===== src/rtl/pair_scheduler.sv =====
// Issue-side sequencer for the N-body force phase: walks all ordered pairs (i, j), i != j,
// one per cycle, and delays valid/first/last/i tags to line up with RAM data and pipe output.
module pair_scheduler #(
    parameter int unsigned BODIES          = 512,
    parameter int unsigned BODY_ADDR_WIDTH = $clog2(BODIES),
    parameter int unsigned RAM_LATENCY     = 2,
    parameter int unsigned PIPE_LATENCY    = 80
) (
    input  logic                       clk,
    input  logic                       rst_n,
    input  logic                       start,
    input  logic                       abort,
    input  logic [BODY_ADDR_WIDTH-1:0] num_bodies,
    output logic [BODY_ADDR_WIDTH-1:0] rd_addr_i,
    output logic [BODY_ADDR_WIDTH-1:0] rd_addr_j,
    output logic                       rd_valid,
    output logic                       ram_valid,
    output logic                       acc_valid,
    output logic                       acc_first,
    output logic                       acc_last,
    output logic [BODY_ADDR_WIDTH-1:0] acc_i,
    output logic                       busy,
    output logic                       done
);

    localparam int unsigned W = BODY_ADDR_WIDTH;
    localparam int unsigned R = RAM_LATENCY;
    localparam int unsigned P = PIPE_LATENCY;

    typedef enum logic [1:0] {StIdle, StIssue, StDrain} state_e;

    typedef struct packed {
        logic         first;
        logic         last;
        logic [W-1:0] idx;
    } tag_t;

    state_e       state_q, state_d;
    logic [W-1:0] n_q, n_d, i_q, i_d, j_q, j_d;
    logic         rd_valid_q, rd_valid_d;
    logic         tag_first, tag_last, final_pair, lines_empty;

    // Each chain has one extra element: index 0 is the feed, the top index is the output tap.
    logic [R:0]   rv_in;
    logic [R-1:0] rv_q;
    tag_t         rt_in [R+1];
    tag_t         rt_q  [R];
    logic [P:0]   av_in;
    logic [P-1:0] av_q;
    tag_t         at_in [P+1];
    tag_t         at_q  [P];

    assign tag_first   = (i_q == '0) ? (j_q == W'(1)) : (j_q == '0);
    assign tag_last    = (i_q == n_q - W'(1)) ? (j_q == n_q - W'(2)) : (j_q == n_q - W'(1));
    assign final_pair  = rd_valid_q && tag_last && (i_q == n_q - W'(1));
    assign lines_empty = ~|rv_q && ~|av_q;

    always_ff @(posedge clk or negedge rst_n) begin
        if (!rst_n) state_q <= StIdle;
        else        state_q <= state_d;
    end

    always_comb begin
        state_d = state_q;
        unique case (state_q)
            StIdle:  if (start) state_d = StIssue;
            StIssue: if (!rd_valid_q || final_pair) state_d = StDrain;
            StDrain: if (lines_empty) state_d = StIdle;
            default: state_d = StIdle;
        endcase
        if (abort) state_d = StIdle;
    end

    always_comb begin
        busy = (state_q != StIdle);
        done = (state_q == StDrain) && lines_empty;
    end

    always_comb begin
        n_d        = n_q;
        i_d        = i_q;
        j_d        = j_q;
        rd_valid_d = rd_valid_q;
        if (state_q == StIdle && start) begin
            n_d        = num_bodies;
            i_d        = '0;
            j_d        = W'(1);
            rd_valid_d = (num_bodies >= W'(2));
        end else if (state_q == StIssue && rd_valid_q) begin
            if (final_pair) begin
                rd_valid_d = 1'b0;
            end else if (tag_last) begin
                // Rows after the first always start at j = 0.
                i_d = i_q + W'(1);
                j_d = '0;
            end else if (j_q + W'(1) == i_q) begin
                j_d = j_q + W'(2);
            end else begin
                j_d = j_q + W'(1);
            end
        end
        if (abort) rd_valid_d = 1'b0;
    end

    always_ff @(posedge clk or negedge rst_n) begin
        if (!rst_n) begin
            n_q        <= '0;
            i_q        <= '0;
            j_q        <= '0;
            rd_valid_q <= 1'b0;
        end else begin
            n_q        <= n_d;
            i_q        <= i_d;
            j_q        <= j_d;
            rd_valid_q <= rd_valid_d;
        end
    end

    always_comb begin
        rv_in    = {rv_q, rd_valid_q};
        rt_in[0] = '{first: tag_first, last: tag_last, idx: i_q};
        for (int k = 0; k < int'(R); k++) rt_in[k+1] = rt_q[k];
        av_in    = {av_q, rv_in[R]};
        at_in[0] = rt_in[R];
        for (int k = 0; k < int'(P); k++) at_in[k+1] = at_q[k];
    end

    always_ff @(posedge clk or negedge rst_n) begin
        if (!rst_n) begin
            rv_q <= '0;
            av_q <= '0;
            for (int k = 0; k < int'(R); k++) rt_q[k] <= '0;
            for (int k = 0; k < int'(P); k++) at_q[k] <= '0;
        end else begin
            rv_q <= abort ? '0 : rv_in[R-1:0];
            av_q <= abort ? '0 : av_in[P-1:0];
            for (int k = 0; k < int'(R); k++) rt_q[k] <= rt_in[k];
            for (int k = 0; k < int'(P); k++) at_q[k] <= at_in[k];
        end
    end

    assign rd_addr_i = i_q;
    assign rd_addr_j = j_q;
    assign rd_valid  = rd_valid_q;
    assign ram_valid = rv_in[R];
    assign acc_valid = av_in[P];
    assign acc_first = av_in[P] & at_in[P].first;
    assign acc_last  = av_in[P] & at_in[P].last;
    assign acc_i     = av_in[P] ? at_in[P].idx : '0;

endmodule


===== config.mk =====
export PLATFORM = sky130hd
export DESIGN_NAME = pair_scheduler
export DESIGN_NICKNAME = d
export VERILOG_FILES = /design/src/rtl/pair_scheduler.sv
export SDC_FILE = /design/constraint.sdc
export NUM_CORES = 1
export LEC_CHECK = 0
export ABC_AREA = 1
export CAP_MARGIN = 20
export CORE_MARGIN = 4
export CORE_UTILIZATION = 55
export CTS_CLUSTER_SIZE = 24
export DETAILED_ROUTE_END_ITERATION = 10
export DONT_BUFFER_PORTS = 1
export PLACE_DENSITY_LB_ADDON = 0.12
export SLEW_MARGIN = 40
export SYNTH_ARGS = -nofsm -noshare
export SYNTH_HDL_FRONTEND = slang
export SYNTH_SLANG_ARGS = --single-unit
export TNS_END_PERCENT = 1

===== constraint.sdc =====
create_clock -name clk -period 2.81 [get_ports clk]
set_input_delay 0.562 -clock clk [delete_from_list [all_inputs] [get_ports clk]]
set_output_delay 0.562 -clock clk [all_outputs]
set_load 0.01 [all_outputs]

=== Yosys cells after proc, flatten, opt, wreduce, memory -nomap -nowiden ===
Index checks and enable logic that the tools add are counted.

* Word-level logic and storage cells: 319
* Input port bits: 13
* Register bits: 1,014

* Eq/ne operators: 11
* Mux-type cells: 23
* Reductions and logical operators: 24
* Add/subtract/negate cells: 5
* Bitwise operators: 2
* Order comparisons: 1

{| class="wikitable"
|+ Operator list
! kind !! count
|-
| 9-bit 2-to-1 mux || 10
|-
| 80-bit 2-to-1 mux || 1
|-
| 80-bit OR reduction || 1
|-
| 9-bit == test || 4
|-
| 9-bit by 1-bit adder with 9-bit output, second input constant || 2
|-
| 9-bit logical NOT || 2
|-
| 2-bit 2-to-1 mux || 5
|-
| 9-bit by 2-bit adder with 9-bit output, second input constant || 1
|-
| 9-bit by 1-bit == test with 1-bit output, second input constant || 1
|-
| 9-bit by 2-bit >= comparator with 1-bit output, second input constant || 1
|-
| 3-bit != test, second input constant || 3
|-
| 9-bit by 1-bit subtractor with 9-bit output, second input constant || 1
|-
| 9-bit by 2-bit subtractor with 9-bit output, second input constant || 1
|-
| 1-bit logical AND || 6
|-
| 1-bit 2-to-1 mux || 6
|-
| 2-bit one-hot mux with 3 select lines || 1
|-
| 3-bit AND reduction || 2
|-
| 2-bit nonzero test || 3
|-
| 3-bit nonzero test || 2
|-
| 2-bit AND reduction || 2
|-
| 1-bit logical NOT || 3
|-
| 1-bit bitwise AND || 2
|-
| 2-bit by 1-bit == test with 1-bit output, second input constant || 1
|-
| 2-bit == test, second input constant || 1
|-
| other kinds (4) || 4
|}

=== Logic depth before layout (Yosys ltp) ===
Gate-level depths: netlist of run 1.

* Depth after elaboration: 9
* Mapped depth: 24
* Mapped depth without buffers: 24

=== Worst setup path after synthesis of run 1 ===
No wires, ideal clock.

* Path kind: reg-to-reg
* Start: register n_q[0]
* End: register i_q[7], in the netlist rd_addr_i[7]
* Stages on the path, launching flop included: 21
* Setup time: 0.117 ns
* Setup slack: 0.189 ns
* Arrival time: 2.504 ns
* Cells stage by stage: dfrtp_1 -> inv_2 -> ha_1 -> nand2_1 -> nor2_2 -> nand3_1 -> nand3_1 -> nand2_2 -> nor2_8 -> nand2_4 -> nand2_2 -> nand2_1 -> nand2_1 -> nand3_1 -> nor2_2 -> nand4_1 -> nand2_2 -> nand2_4 -> buf_6 -> nand3_1 -> nand2_1

* Word-level cells in the longest chain between the ends: 7

{| class="wikitable"
|+ RTL lines
! element !! line !! text
|-
| start: declaration || 39 || <nowiki>logic [W-1:0] n_q, n_d, i_q, i_d, j_q, j_d;</nowiki>
|-
| start signal: assignment || 112 || <nowiki>n_q <= n_d;</nowiki>
|-
| 9-bit by 1-bit subtractor with 9-bit output / 9-bit by 2-bit subtractor with 9-bit output (equally long branches) || 54, 55 ||
|-
| 9-bit == test (on tied branches) || 54, 55 ||
|-
| 1-bit 2-to-1 mux || 54 || <nowiki>assign tag_last = (i_q == n_q - W'(1)) ? (j_q == n_q - W'(2)) : (j_q == n_q - W'(1));</nowiki>
|-
| 1-bit logical AND (2 in series) || 55 || <nowiki>assign final_pair = rd_valid_q && tag_last && (i_q == n_q - W'(1));</nowiki>
|-
| 2-bit by 1-bit != test with 1-bit output (no line) || - ||
|-
| 3-bit AND reduction (no line) * || - ||
|-
| end signal: assignment || 113 || <nowiki>i_q <= i_d;</nowiki>
|-
| end: declaration || 39 ||
|}

Every way passes the cells marked *; elsewhere a longest branch is shown, timed or not.
A chain may end at the register's enable or synchronous reset.

=== Final worst setup path of run 1 ===
* Start: register n_q[1]
* End: register rd_valid_q, in the netlist rd_valid

* Word-level cells in the longest chain between the ends: 7

{| class="wikitable"
|+ RTL lines
! element !! line !! text
|-
| 9-bit by 1-bit subtractor with 9-bit output / 9-bit by 2-bit subtractor with 9-bit output (equally long branches) || 54, 55 ||
|-
| 9-bit == test (on tied branches) || 54, 55 ||
|-
| 1-bit 2-to-1 mux || 54 ||
|-
| 1-bit logical AND || 55 ||
|-
| 1-bit logical AND * || 55 ||
|-
| 3-bit nonzero test (no line) * || - ||
|-
| 2-bit AND reduction (no line) * || - ||
|-
| end signal: assignment || 115 || <nowiki>rd_valid_q <= rd_valid_d;</nowiki>
|-
| end: declaration || 40 || <nowiki>logic rd_valid_q, rd_valid_d;</nowiki>
|}

Marks and branches as above.

==> metrics.txt, run 1 <==
status=finished with violations; failing checks=hold timing, setup timing; count of flip-flops with a built-in enable after synthesis=0; number of iterations in the first detailed-routing pass=5; fraction of layout instances using a drive strength above 1=0.164; clock transition at the register clock pins on the worst setup and hold paths after CTS=approximately 0.07 ns; nature of the critical path endpoint=flop; total power=between 30 and 40 mW; Yosys top cell area share=0.888; sw frac=0.236; clock tree from TritonCTS=built; initial standard-cell utilization of the core=0.556; setup repair after global routing missed its margin=true; clock root cell=sky130_fd_sc_hd__clkbuf_16; number of placed instances with taps included=approximately 2400; Setup crit start kind=flop; routed len/inst=slightly below 20 um; Post-Layout Inst Area=0.0337 sq mm; transition at the pin with the smallest max-transition slack=between 0.7 and 0.8 ns; number of cells traversed by the worst register-to-register path=18; post-route fraction of the period consumed by the critical path=1.02; Avg Vias per Cell=between 4 and 5; time the worst path needs with I/O delays and setup=2.87 ns; sequential cell area fraction in the yosys report=0.888; antenna-violating nets left=0; biggest area contributors in the synthesized netlist=sky130_fd_sc_hd__dfrtp_1 (89%), sky130_fd_sc_hd__nand2_1 (1.9%), sky130_fd_sc_hd__inv_1 (1.8%); num rows=between 80 and 90; synthesized netlist net count=1698; final standard cell utilization of the core=0.656; initial antenna violation count=5; source-to-sink clock delay at the later pin of the worst-skew pair=approximately 0.65 ns; class of the most critical setup path=flop to flop; I/O Buffers=0; wire length of the first global-routing pass=75.0 mm; Iteration-0 DRC Markers=714; share of synthesized registers carrying an async set or reset=1.00; drt total wl=approximately 50 mm; die height=around 240 um; number of distinct library cells after synthesis=37; maximum ir drop on the vdd rail=0.523 mV; dominant register cell in the synthesized netlist=sky130_fd_sc_hd__dfrtp_1; Mapped Cells=between 1500 and 2000; required time of the critical path=about 3.3 ns; num ports=47; number of CTS-inserted buffers=94; highest attainable clock frequency=about 0.35 GHz; combinational power share=0.065; Filler Cell Count=about 3400; flip-flop and latch count after synthesis=1014; maxcap violations=0; Hold WS=-0.00991 ns; HPWL after detailed placement=20.4 mm; post-synthesis to final-layout area growth=18.1%; count of final setup violators=10; Vias=between 10000 and 15000; static power due to leakage=17.3 nW; syn avg cell area=about 17 sq um; worst relative slew slack=0.492; instance area at placement=between 0.02 and 0.03 sq mm; Clk pwr share=0.410; post-layout instance count excluding filler cells=~2600; largest area contributor in the netlist=sky130_fd_sc_hd__dfrtp_1; Final Hold Vio Count=1; post-layout worst setup margin=-0.0618 ns; final layout net count=around 1800; number of global-route vias before repair=~13000; Worst Clk Skew=about 0.037 ns; largest net degree at the start of global routing=1015; TritonCTS sink count=1014; Overall Global Routing Usage=0.173; floorplan die width=about 240 um; number of DRC violations after detailed routing=0; count of yosys warnings during synthesis=0; largest fanout of any net on the critical path=4; Worst Hold Class=input port to asynchronous set/reset pin; number of levels the H-tree was split into=3; sequential share of power=0.525; internal power of the cells=around 26 mW; full die area=about 0.056 sq mm; post-synthesis instance area=about 0.029 sq mm; Net Sw Power=about 8 mW; data arrival time of the critical path=3.37 ns; area of the core=just over 0.05 sq mm; Final Max Tran Viols=0; Bufs on Longest Clock Path=3; final RePlAce weighted congestion=0.820; Power Density=between 1000 and 1500 mW/mm^2; global route overflow=0
[registers in the layout, summed over array words and instances, names as in the netlist]
name and cells:
rd_addr_i 9, rv_q 2, av_q 80, rd_addr_j 9, at_in 891, rd_valid 1, state_q 2, rt_in 11
n_q 9
[layout make-up]
cell class / instances / area (sq um) / area share
inverter: 149 / 559 / 0.0166
clock buffer: 139 / 2890 / 0.0855
antenna: 2 / 5.00 / 0.000148
tap: 680 / 851 / 0.0252
multi-input combinational: 488 / 2760 / 0.0819
clock inverter: 37 / 528 / 0.0156
sequential: 1014 / 25400 / 0.752
timing repair buffer: 76 / 779 / 0.0231
[layout by cell type (no fill, tap or decap), drive strengths merged, types with 20 or more instances in the layout]
cell       n
buf       74
clkbuf   139
clkinv    21
dfrtp   1014
inv      149
nand2    161
nand3     69
nor2     134
nor4      20
xor2      27
[synth_stat cells (4+ instances only)]
master	count
sky130_fd_sc_hd__nor4_1	20
sky130_fd_sc_hd__nor2_2	4
sky130_fd_sc_hd__nand2_1	148
sky130_fd_sc_hd__inv_2	7
sky130_fd_sc_hd__clkbuf_1	15
sky130_fd_sc_hd__nand3_1	63
sky130_fd_sc_hd__nand4_1	18
sky130_fd_sc_hd__nor2_1	124
sky130_fd_sc_hd__ha_1	8
sky130_fd_sc_hd__o21ai_0	15
sky130_fd_sc_hd__xor2_1	27
sky130_fd_sc_hd__buf_2	4
sky130_fd_sc_hd__nor3_1	5
sky130_fd_sc_hd__nand3_2	6
sky130_fd_sc_hd__nand2_2	8
sky130_fd_sc_hd__dfrtp_1	1014
sky130_fd_sc_hd__o22ai_1	7
sky130_fd_sc_hd__inv_1	139
sky130_fd_sc_hd__a21oi_1	4
sky130_fd_sc_hd__buf_4	9
sky130_fd_sc_hd__xnor2_1	4
[power groups by stage]
stage | sequential, mW | combinational [mW] | clock [mW]
after global routing | 18.0 | 2.44 | 14.9
after CTS | 17.8 | 1.72 | 14.1
after detailed placement | 17.9 | 1.63 | 0
after floorplan | 17.6 | 1.11 | 0
after global placement | 17.9 | 1.65 | 0
final | 17.8 | 2.20 | 13.8
[what timing repair did]
action                                  in CTS  in global routing
pin swaps                                    4                 24
resized for setup                           21                 35
buffers inserted                             1                  8
hold buffers                                 2                  3
endpoints found under the setup margin      22                 22
hold endpoints to repair                  1088                258
cloned                                       1                  3
[per-stage QoR]
step                      TNS (ns)  worst slack [ns]
final                       -0.170           -0.0618
after global routing         -4.51            -0.306
after CTS                  -0.0853           -0.0344
after detailed placement     -2.93            -0.221
after global placement       -1.06           -0.0992
after floorplan                  0             0.189
[logic make-up after synthesis]
family,share of synthesized area
fa+ha+maj,0.00350
mux,0.00105
xor+xnor,0.00951
compound gates,0.00661
simple gates,0.0656
flops,0.888
buf+inv,0.0254
[critical path: stages (launching register included)]
cell and delay (ns):
sky130_fd_sc_hd__dfrtp_1 0.39, sky130_fd_sc_hd__inv_2 0.12, sky130_fd_sc_hd__ha_4 0.23, sky130_fd_sc_hd__xnor2_2 0.13, sky130_fd_sc_hd__nor2_2 0.12, sky130_fd_sc_hd__nand2_2 0.07
sky130_fd_sc_hd__nor2_4 0.17, sky130_fd_sc_hd__nand2_2 0.09, sky130_fd_sc_hd__nor2_4 0.17, sky130_fd_sc_hd__nand3_4 0.11, sky130_fd_sc_hd__nand2_2 0.09, sky130_fd_sc_hd__nand3_2 0.06
sky130_fd_sc_hd__nand2_1 0.07, sky130_fd_sc_hd__nand2_1 0.06, sky130_fd_sc_hd__nor2_2 0.15, sky130_fd_sc_hd__nand4_1 0.20, sky130_fd_sc_hd__buf_4 0.19, sky130_fd_sc_hd__o211ai_1 0.25
sky130_fd_sc_hd__nand2_1 0.08
[routing by layer]
layer	global-route usage	vias up	routed length, um
met4	0.0516	0	1320
met5	0	-	0
met1	0.241	6620	21700
met3	0.0405	87	1970
met2	0.278	241	25300
li1	-	5493	-
[path summary, 6_finish.rpt]
path / start / end / slack, ns
setup / recovery: n_q[1]$_DFFE_PN0P_ / rd_valid$_DFFE_PN0P_ / -0.06
hold / removal: rst_n / at_in[37]$_DFF_PN0_ / -0.01
setup reg to reg: n_q[1]$_DFFE_PN0P_ / rd_valid$_DFFE_PN0P_ / -0.06
hold reg to reg: at_in[264]$_DFF_PN0_ / at_in[253]$_DFF_PN0_ / 0.31
max in group asynchronous: rst_n / state_q[0]$_DFFE_PN0P_ / 0.54
min in group clk: abort / rv_q[0]$_DFF_PN0_ / 0.07
No activity file was read; power rests on OpenSTA's default activity.
==> run 2: changes to the inputs <==
--- a/config.mk
+++ b/config.mk
@@ -9,10 +9,13 @@
 export CAP_MARGIN = 20
 export CORE_MARGIN = 4
 export CORE_UTILIZATION = 55
+export CTS_CLUSTER_DIAMETER = 80
 export CTS_CLUSTER_SIZE = 24
 export DETAILED_ROUTE_END_ITERATION = 10
 export DONT_BUFFER_PORTS = 1
+export HOLD_SLACK_MARGIN = 0.02
 export PLACE_DENSITY_LB_ADDON = 0.12
+export REMOVE_ABC_BUFFERS = 1
 export SLEW_MARGIN = 40
 export SYNTH_ARGS = -nofsm -noshare
 export SYNTH_HDL_FRONTEND = slang
==> metrics.txt, run 2 (same netlist as run 1, synthesis figures left out) <==
status=finished with violations (unchanged); maxcap violations=0 (unchanged); final layout net count=1784 (was 1844); clock tree from TritonCTS=built (unchanged); Iteration-0 DRC Markers=830 (was 714); initial antenna violation count=0 (was 5); highest attainable clock frequency=0.353 GHz (was 0.348 GHz); area of the core=0.0514 sq mm (unchanged); critical path's most frequent cell=sky130_fd_sc_hd__nand2_2; number of placed instances with taps included=2382 (unchanged); full die area=0.0556 sq mm (unchanged); time the worst path needs with I/O delays and setup=2.83 ns (was 2.87 ns); antenna-violating nets left=0 (unchanged); number of levels the H-tree was split into=2 (was 3); beginning of the critical path=n_q[1]$_DFFE_PN0P_ (unchanged); wire length of the first global-routing pass=65.6 mm (was 75.0 mm); number of iterations in the first detailed-routing pass=4 (was 5); Clk pwr share=0.270 (was 0.410); Avg Vias per Cell=4.79 (was 4.81); failing checks=hold timing, setup timing (unchanged); Final Hold Vio Count=1014 (was 1); class of the most critical setup path=flop to flop (unchanged); antenna diode count=0 (was 2); Power Density=852 mW/mm^2 (was 1000 mW/mm^2); floorplan die width=236 um (unchanged); Vias=11700 (was 12400); count of final setup violators=6 (was 10); post-layout worst setup margin=-0.0241 ns (was -0.0618 ns); worst relative slew slack=0.164 (was 0.492); global route overflow=0 (unchanged); number of DRC violations after detailed routing=0 (unchanged); routed len/inst=15.8 um (was 19.5 um); setup repair after global routing missed its margin=true (unchanged); HPWL after detailed placement=20.2 mm (was 20.4 mm); cell type group with the largest total delay on the critical path=simple AND/OR/NAND/NOR gates (unchanged); critical path's slowest cell=sky130_fd_sc_hd__dfrtp_1 (unchanged); internal power of the cells=20.7 mW (was 25.8 mW); final RePlAce weighted congestion=0.827 (was 0.820); post-synthesis to final-layout area growth=9.76% (was 18.1%); CP bufs+invs=1 (was 2); required time of the critical path=3.34 ns (was 3.31 ns); Final Max Tran Viols=0 (unchanged); combinational power share=0.071 (was 0.065); num rows=83 (unchanged); largest net degree at the start of global routing=1015 (unchanged); reg2reg start=n_q[1]$_DFFE_PN0P_ (unchanged); source-to-sink clock delay at the later pin of the worst-skew pair=0.61 ns (was 0.65 ns); post-layout instance count excluding filler cells=2445 (was 2585); Net Sw Power=6.00 mW (was 7.99 mW); I/O Buffers=0 (unchanged); largest fanout of any net on the critical path=8 (was 4); clock transition at the register clock pins on the worst setup and hold paths after CTS=0.09 ns (was 0.07 ns); Overall Global Routing Usage=0.145 (was 0.173); end of the worst register-to-register path=rd_addr_i[3]$_DFFE_PN0P_ (was rd_valid$_DFFE_PN0P_); drt total wl=38.5 mm (was 50.3 mm); clock root cell=sky130_fd_sc_hd__clkbuf_16 (unchanged); maximum ir drop on the vdd rail=0.591 mV (was 0.523 mV); hold-fix buffer count after cts=1 (was 2); sequential share of power=0.659 (was 0.525); die height=236 um (unchanged); num ports=47 (unchanged); number of CTS-inserted buffers=48 (was 94); dpl ws=-0.173 ns (was -0.221 ns); fraction of layout instances using a drive strength above 1=0.115 (was 0.164); Worst Clk Skew=0.0221 ns (was 0.0374 ns); Setup crit start kind=flop (unchanged); most common library cell in the layout ignoring fill and taps=sky130_fd_sc_hd__dfrtp_1 (unchanged); final-layout setup total negative slack=-0.0385 ns (was -0.170 ns); worst reg2reg setup slack=-0.02 ns (was -0.06 ns); Hold WS=-0.340 ns (was -0.00991 ns); post-route fraction of the period consumed by the critical path=1.01 (was 1.02); number of flip-flops in the largest register=891 (unchanged); critical path, cell by cell=inv_2 -> ha_4 -> xnor2_2 -> nor2_2 -> nand2_2 -> nor2_4 -> nand2_4 -> nor2_8 -> nand2_8 -> nand2_4 -> nand2_2 -> nand2_2 -> nand3_2 -> nor2_4 -> nand4_1 -> nand2_4 -> nand2_8 -> nand2_8 -> nand2_2 -> nand2_1 (was inv_2 -> ha_4 -> xnor2_2 -> nor2_2 -> nand2_2 -> nor2_4 -> nand2_2 -> nor2_4 -> nand3_4 -> nand2_2 -> nand3_2 -> nand2_1 -> nand2_1 -> nor2_2 -> nand4_1 -> buf_4 -> o211ai_1 -> nand2_1); Worst Hold Class=input port to asynchronous set/reset pin (unchanged); initial standard-cell utilization of the core=0.556 (unchanged); TritonCTS sink count=1014 (unchanged); transition at the pin with the smallest max-transition slack=1.25 ns (was 0.762 ns); most frequent cells in the layout=sky130_fd_sc_hd__dfrtp_1 (1011), sky130_fd_sc_hd__inv_1 (138), sky130_fd_sc_hd__nand2_1 (125) (was sky130_fd_sc_hd__dfrtp_1 (1013), sky130_fd_sc_hd__nand2_1 (140), sky130_fd_sc_hd__inv_1 (137)); highest cell delay on the worst timing path=0.39 ns (about the same); total power=26.7 mW (was 33.8 mW); nature of the critical path endpoint=flop (unchanged); number of global-route vias before repair=12400 (was 13400); number of cells traversed by the worst register-to-register path=20 (was 18); sw frac=0.225 (was 0.236); static power due to leakage=16.1 nW (was 17.3 nW); Filler Cell Count=3785 (was 3385); Bufs on Longest Clock Path=3 (unchanged); data arrival time of the critical path=3.36 ns (was 3.37 ns)
-- run 2: stage by stage --
step                      utilization  cell area, sq um
after floorplan                     -             28400
after global placement          0.577             29700
after detailed placement        0.577             29700
after CTS                       0.605             31100
after global routing            0.610             31400
final                           0.610             31400
-- run 2: worst max path at each step --
stage                          endpoint  slack (ns)  cells past startpoint
2_1_floorplan  rd_addr_i[2]$_DFFE_PN0P_        0.13                     19
3_3_place_gp   rd_addr_i[0]$_DFFE_PN0P_       -0.10                     20
3_5_place_dp   rd_addr_i[3]$_DFFE_PN0P_       -0.17                     20
4_1_cts        rd_addr_i[3]$_DFFE_PN0P_       -0.05                     20
5_1_grt        rd_addr_i[3]$_DFFE_PN0P_       -0.23                     20
6_report       rd_addr_i[3]$_DFFE_PN0P_       -0.02                     20
-- run 2: metal layers --
layer	up-vias	track usage	part of all wire
met5	-	0	0
met4	0	0.0395	0.024
li1	5270	-	-
met2	195	0.212	0.44
met3	73	0.0362	0.049
met1	6181	0.223	0.49
-- run 2: area by class of cell --
class | count | area, sq um | area share
Sequential cell | 1014 | 25400 | 0.809
Multi-Input combinational cell | 487 | 2810 | 0.0897
Clock buffer | 48 | 1200 | 0.0383
Tap cell | 680 | 851 | 0.0271
Inverter | 149 | 559 | 0.0178
Timing Repair Buffer | 63 | 497 | 0.0158
Clock inverter | 4 | 52.6 | 0.00168
-- run 2: what timing repair did --
action | CTS | global route
gates cloned | 3 | 0
endpoints found under the setup margin | 17 | 22
pin swaps | 17 | 34
endpoints found under the hold margin | 1097 | 1014
resized for setup | 18 | 57
setup buffers | 6 | 1
-- run 2: power groups by stage --
| stage | registers (mW) | clock network (mW) | logic (mW) |
|---|---|---|---|
| global placement | 17.9 | 0 | 1.66 |
| detailed placement | 17.9 | 0 | 1.65 |
| global route | 17.9 | 8.16 | 2.08 |
| floorplan | 17.7 | 0 | 0.959 |
| CTS | 17.7 | 7.58 | 1.74 |
| finish | 17.6 | 7.21 | 1.90 |
